==> config.mk <==
export PLATFORM = sky130hd
export DESIGN_NAME = spram_word_controller
export DESIGN_NICKNAME = d
export VERILOG_FILES = /design/src/rtl/spram_ctrl_pkg.sv /design/src/rtl/spram_word_controller.sv
export SDC_FILE = /design/constraint.sdc
export NUM_CORES = 1
export LEC_CHECK = 0
export ABC_AREA = 1
export CAP_MARGIN = 20
export CORE_MARGIN = 2
export CORE_UTILIZATION = 44
export DETAILED_ROUTE_END_ITERATION = 10
export PLACE_DENSITY = 0.77
export SYNTH_ARGS = -nofsm -noshare
export SYNTH_HDL_FRONTEND = slang
export SYNTH_SLANG_ARGS = --single-unit
export TNS_END_PERCENT = 30
==> constraint.sdc <==
create_clock -name clk -period 4.23 [get_ports clk]
set_clock_uncertainty 0.2 [all_clocks]
set_input_delay 0.6345 -clock clk [delete_from_list [all_inputs] [get_ports clk]]
set_output_delay 0.6345 -clock clk [all_outputs]
set_load 0.03 [all_outputs]
==> src/rtl/spram_ctrl_pkg.sv <==
// Shared types and helpers for the SPRAM word controller.
package spram_ctrl_pkg;
  localparam int SPRAM_AW = 14;
  localparam int BUS_AW   = 13;

  typedef enum logic [3:0] {
    IDLE, RD_LO, RD_HI, RD_CAP, WR_LO, WR_HI, RESP, STBY, WAKE
  } state_t;

  // Each byte strobe enables the two nibbles it covers.
  function automatic logic [3:0] strb_to_nibmask(input logic [1:0] strb);
    return {{2{strb[1]}}, {2{strb[0]}}};
  endfunction
endpackage

==> src/rtl/spram_word_controller.sv <==
// 32-bit word port onto one 16K x 16 SPRAM; each word is two halfword cycles.
// Optional idle standby is enabled with `define SPRAM_STANDBY_EN.
module spram_word_controller
  import spram_ctrl_pkg::*;
#(
  parameter int IDLE_CYCLES = 16,
  parameter int WAKE_CYCLES = 2
) (
  input  logic                clk,
  input  logic                reset,
  input  logic                bus_valid,
  input  logic                bus_write,
  input  logic [BUS_AW-1:0]   bus_address,
  input  logic [3:0]          bus_wstrb,
  input  logic [31:0]         bus_wdata,
  output logic                bus_ready,
  output logic [31:0]         bus_rdata,
  output logic [SPRAM_AW-1:0] spram_address,
  output logic [15:0]         spram_datain,
  output logic [3:0]          spram_maskwren,
  output logic                spram_wren,
  output logic                spram_chipselect,
  output logic                spram_standby,
  output logic                spram_sleep,
  output logic                spram_poweroff,
  input  logic [15:0]         spram_dataout
);

  state_t              state, state_d;
  logic                ready_d;
  logic [31:0]         rdata_d;
  logic [SPRAM_AW-1:0] addr_d;
  logic [15:0]         datain_d;
  logic [3:0]          mask_d;
  logic                wren_d, cs_d;
  logic [15:0]         lo_q, lo_d;
  logic [BUS_AW-1:0]   req_addr, req_addr_d;
  logic [3:0]          req_wstrb, req_wstrb_d;
  logic [31:0]         req_wdata, req_wdata_d;

  // Source of the access being started: live bus in IDLE, latched request after wake.
  logic                start;
  logic                src_write;
  logic [BUS_AW-1:0]   src_addr;
  logic [3:0]          src_wstrb;
  logic [31:0]         src_wdata;

  assign spram_sleep    = 1'b0;
  assign spram_poweroff = 1'b1;

`ifdef SPRAM_STANDBY_EN
  localparam int ICW = $clog2(IDLE_CYCLES + 1);
  localparam int WCW = $clog2(WAKE_CYCLES + 1);

  logic           req_write, req_write_d;
  logic           standby_d;
  logic [ICW-1:0] idle_cnt, idle_cnt_d;
  logic [WCW-1:0] wake_cnt, wake_cnt_d;

  assign src_write = (state == IDLE) ? bus_write   : req_write;
  assign src_addr  = (state == IDLE) ? bus_address : req_addr;
  assign src_wstrb = (state == IDLE) ? bus_wstrb   : req_wstrb;
  assign src_wdata = (state == IDLE) ? bus_wdata   : req_wdata;
`else
  logic unused_cfg;
  assign unused_cfg    = ^{IDLE_CYCLES[0], WAKE_CYCLES[0], req_wstrb[1:0], req_wdata[15:0]};
  assign spram_standby = 1'b0;
  assign src_write     = bus_write;
  assign src_addr      = bus_address;
  assign src_wstrb     = bus_wstrb;
  assign src_wdata     = bus_wdata;
`endif

  always_comb begin
    state_d     = state;
    ready_d     = 1'b0;
    rdata_d     = bus_rdata;
    addr_d      = spram_address;
    datain_d    = spram_datain;
    mask_d      = spram_maskwren;
    wren_d      = spram_wren;
    cs_d        = spram_chipselect;
    lo_d        = lo_q;
    req_addr_d  = req_addr;
    req_wstrb_d = req_wstrb;
    req_wdata_d = req_wdata;
    start       = 1'b0;
`ifdef SPRAM_STANDBY_EN
    req_write_d = req_write;
    standby_d   = spram_standby;
    idle_cnt_d  = idle_cnt;
    wake_cnt_d  = wake_cnt;
`endif

    case (state)
      IDLE: begin
        if (bus_valid) begin
          start       = 1'b1;
          req_addr_d  = bus_address;
          req_wstrb_d = bus_wstrb;
          req_wdata_d = bus_wdata;
`ifdef SPRAM_STANDBY_EN
          req_write_d = bus_write;
          idle_cnt_d  = '0;
        end else if (idle_cnt == ICW'(IDLE_CYCLES - 1)) begin
          idle_cnt_d = ICW'(IDLE_CYCLES);
          standby_d  = 1'b1;
          state_d    = STBY;
        end else begin
          idle_cnt_d = idle_cnt + 1'b1;
`endif
        end
      end
      RD_LO: begin
        addr_d  = {req_addr, 1'b1};
        state_d = RD_HI;
      end
      RD_HI: begin
        lo_d    = spram_dataout;
        cs_d    = 1'b0;
        state_d = RD_CAP;
      end
      RD_CAP: begin
        rdata_d = {spram_dataout, lo_q};
        ready_d = 1'b1;
        state_d = RESP;
      end
      WR_LO: begin
        if (req_wstrb[3:2] != 2'b00) begin
          addr_d   = {req_addr, 1'b1};
          datain_d = req_wdata[31:16];
          mask_d   = strb_to_nibmask(req_wstrb[3:2]);
          state_d  = WR_HI;
        end else begin
          cs_d    = 1'b0;
          wren_d  = 1'b0;
          ready_d = 1'b1;
          state_d = RESP;
        end
      end
      WR_HI: begin
        cs_d    = 1'b0;
        wren_d  = 1'b0;
        ready_d = 1'b1;
        state_d = RESP;
      end
      RESP: state_d = IDLE;
`ifdef SPRAM_STANDBY_EN
      STBY: begin
        if (bus_valid) begin
          req_addr_d  = bus_address;
          req_wstrb_d = bus_wstrb;
          req_wdata_d = bus_wdata;
          req_write_d = bus_write;
          idle_cnt_d  = '0;
          standby_d   = 1'b0;
          wake_cnt_d  = WCW'(WAKE_CYCLES - 1);
          state_d     = WAKE;
        end
      end
      WAKE: begin
        if (wake_cnt == '0) start = 1'b1;
        else                wake_cnt_d = wake_cnt - 1'b1;
      end
`endif
      default: state_d = IDLE;
    endcase

    // Writes skip any half whose strobe pair is empty; an all-zero strobe never touches the SPRAM.
    if (start) begin
      if (!src_write) begin
        addr_d  = {src_addr, 1'b0};
        cs_d    = 1'b1;
        wren_d  = 1'b0;
        state_d = RD_LO;
      end else if (src_wstrb[1:0] != 2'b00) begin
        addr_d   = {src_addr, 1'b0};
        datain_d = src_wdata[15:0];
        mask_d   = strb_to_nibmask(src_wstrb[1:0]);
        cs_d     = 1'b1;
        wren_d   = 1'b1;
        state_d  = WR_LO;
      end else if (src_wstrb[3:2] != 2'b00) begin
        addr_d   = {src_addr, 1'b1};
        datain_d = src_wdata[31:16];
        mask_d   = strb_to_nibmask(src_wstrb[3:2]);
        cs_d     = 1'b1;
        wren_d   = 1'b1;
        state_d  = WR_HI;
      end else begin
        ready_d = 1'b1;
        state_d = RESP;
      end
    end
  end

  always_ff @(posedge clk or posedge reset) begin
    if (reset) begin
      state            <= IDLE;
      bus_ready        <= 1'b0;
      bus_rdata        <= '0;
      spram_address    <= '0;
      spram_datain     <= '0;
      spram_maskwren   <= '0;
      spram_wren       <= 1'b0;
      spram_chipselect <= 1'b0;
      lo_q             <= '0;
      req_addr         <= '0;
      req_wstrb        <= '0;
      req_wdata        <= '0;
    end else begin
      state            <= state_d;
      bus_ready        <= ready_d;
      bus_rdata        <= rdata_d;
      spram_address    <= addr_d;
      spram_datain     <= datain_d;
      spram_maskwren   <= mask_d;
      spram_wren       <= wren_d;
      spram_chipselect <= cs_d;
      lo_q             <= lo_d;
      req_addr         <= req_addr_d;
      req_wstrb        <= req_wstrb_d;
      req_wdata        <= req_wdata_d;
    end
  end

`ifdef SPRAM_STANDBY_EN
  always_ff @(posedge clk or posedge reset) begin
    if (reset) begin
      spram_standby <= 1'b0;
      req_write     <= 1'b0;
      idle_cnt      <= '0;
      wake_cnt      <= '0;
    end else begin
      spram_standby <= standby_d;
      req_write     <= req_write_d;
      idle_cnt      <= idle_cnt_d;
      wake_cnt      <= wake_cnt_d;
    end
  end
`endif

endmodule

==> results.md <==
* Status: complete, but fails checks
* Failing checks: DRC
* Total GRT Usage at 21.0%
* Slew margin rel. at 31.7%
* Post-CTS Hold Buffers at 0
* Tcrit/Tclk final at 60.4%
* Cell area after synthesis at 5240 µm²
* Vias in the first global route at 4458
* Dpl cells at 876
* Max FO, Critical Path at 21
* Area grow syn2layout at 39.2%
* Initial antenna violation count at 0
* Post-DP HPWL at 8690 µm
* Pre-CTS WS at 1.30 ns
* Residual DRC count at 10
* Total power at 6.07 mW
* # rows at 39
* RSZ-0062 raised after global routing: no
* Max_cap viols at 0
* Clock Latency Late Sink at 0.40 ns
* Slew @ Worst Pin at 1.02 ns
* Starting density of the core at 45.5%
* CP top delay family: simple AND/OR/NAND/NOR gates
* Hold Fails Final Rpt at 0
* DR iter-0 viols at 335
* Vias per inst at 4.95
* Num CTS Buffers at 17
* GPL Wtd Cong at 0.788
* Crit path time final at 2.55 ns
* Io pins at 141
* Root Driver: clkbuf_16
* Multi-input logic area at 1830 µm²
* Die height at 113 µm
* Final Max Slew Viols at 0
* Post-CTS sizing at 0
* Via count at 4503
* Share of cells above drive strength 1 at 8.49%
* Synth Warn # at 0
* Die Wd at 113 µm
* Nets at 822
* Worst Setup Path Type: in -> reg
* Required @ worst endpoint at 4.31 ns
* Clk buf depth at 2
* Max IR drop VDD at 0.000334 V
* Largest net degree at the start of global routing at 71
* Ys async rst share at 100%
* R2R Path End: spram_maskwren[3]
* Commonest cells after routing, fill and taps aside: nand2_1 (231), clkdlybuf4s50_1 (137), dfrtp_1 (119)
* H-tree depth at 4
* P per Cell Area at 832 nW/µm²
* R2R Setup Slk at 1.70 ns
* Port Buffers at 137
* Worst-case hold slack at 0.283 ns
* DR WL/cell at 14.2 µm
* F_max at 0.391 GHz
* Slowest-stage cell, CP: clkdlybuf4s50_1
* Most common cell after layout, fill and taps aside: nand2_1
* Seq/Total Area, Yosys at 56.9%
* Arrival time at the worst endpoint at 2.63 ns
* FF/Latch Area at 2980 µm²
* Fin Setup TNS at 0 ns
* Final Instance Area at 7290 µm²
* Hold path depth at 2
* Hold Path End: bus_rdata[18]
* Die area at 12800 µm²
* Startpoint types: input port
* #FFs+latches synth at 119
* WP buf/inv at 2
* Util after Layout at 63.3%
* # Post-CTS Setup Buffers at 0
* First-pass GRT wire length at 21600 µm
* Fillers at 954
* Reg clk slew, reported paths at 0.05 ns
* Number of flops mapped to enable cells by yosys at 0
* Crit-path max cell delay at 0.48 ns
* Min-Delay Path Class: reg -> reg
* R2R cell count at 7
* CP Depth at 7
* GRT Residual Overflow at 0
* Top FF cell, synth: dfrtp_1
* P_leak at 3.68 nW
* Number of distinct library cells after synthesis at 21
* Syn Area/Cell at 8.39 µm²
* Syn Inst Count at 624
* Non-Filler Instances at 909
* Worst r2r src: state[0]
* Final-report setup violation count at 0
* Num Clock Sinks at 119
* Routed Antenna Nets at 0
* CTS tree: built
* Critical Path End Type: flop
* First-pass DRT Iterations at 9
* N_diodes at 0
* Critical Path Most Common Cell: nand2_1
* Placement Cell Area at 6670 µm²
* Final WL at 12900 µm
* Worst setup margin at 1.68 ns
* Worst hold start: bus_rdata[18]
* Core Area at 11500 µm²
* Critical Path, Cell by Cell: clkdlybuf4s50_1, nand3_2, nor2_2, buf_4, nand2_1, nand2_1, nand2_1
worst max path at each step:
stage                        end      start
2_1_floorplan       bus_rdata[0]      reset
3_3_place_gp     spram_datain[0]  bus_valid
3_5_place_dp   spram_maskwren[3]  bus_valid
4_1_cts        spram_maskwren[3]  bus_valid
5_1_grt        spram_maskwren[3]  bus_valid
6_report       spram_maskwren[3]  bus_valid
power by group:
part	leakage, nW	internal [mW]	switching (mW)
clock network	0.289	0.946	0.525
logic	1.92	1.02	1.56
registers	1.47	1.69	0.319
total	3.68	3.66	2.41
registers in the layout (all words and copies together) (netlist names):
name	cells
req_wdata	16
spram_wren	1
state	3
lo_q	16
bus_ready	1
spram_maskwren	4
spram_datain	16
req_wstrb	2
req_addr	13
bus_rdata	32
spram_address	14
spram_chipselect	1
cells by family after synthesis:
logic type	Yosys count	share of synthesized area, %
buffers and inverters	105	8.39
AND/OR/NAND/NOR	296	23.0
multiplexers	16	3.44
AO/OA/AOI/OAI	86	8.22
flip-flops	119	56.9
other	2	0.143
per-layer routing:
layer	wire [µm]	up-vias	GRT usage [%]
met5	0	-	0
met4	165	0	6.59
met3	978	17	5.03
met2	6210	190	34.2
met1	5540	2096	28.1
li1	-	2200	-
worst min-delay path: cells and delay by family (launching register included):
kind,cells,cell delay (ns)
compound gates,1,0.06
flops,1,0.34
simple gates,1,0.05
cell usage after synthesis (3+ instances only):
master	count	area share, %
mux2_2	16	3.4
dfrtp_1	119	57
clkbuf_1	11	0.79
o21ai_1	3	0.29
nand2_1	231	17
nor2_2	3	0.36
buf_4	7	1.0
nor2_1	9	0.64
inv_1	69	4.9
buf_2	15	1.4
o21ai_0	82	7.8
nand3_1	46	4.4
layout make-up:
type / instances / area share [%]
clock buffers: 18 / 6.02
inverters: 72 / 3.74
repair buffers: 142 / 19.5
multi-input cells: 401 / 25.1
well taps: 143 / 2.45
clock inverters: 14 / 2.38
flip-flops and latches: 119 / 40.8
No activity file was read; power rests on OpenSTA's default activity.
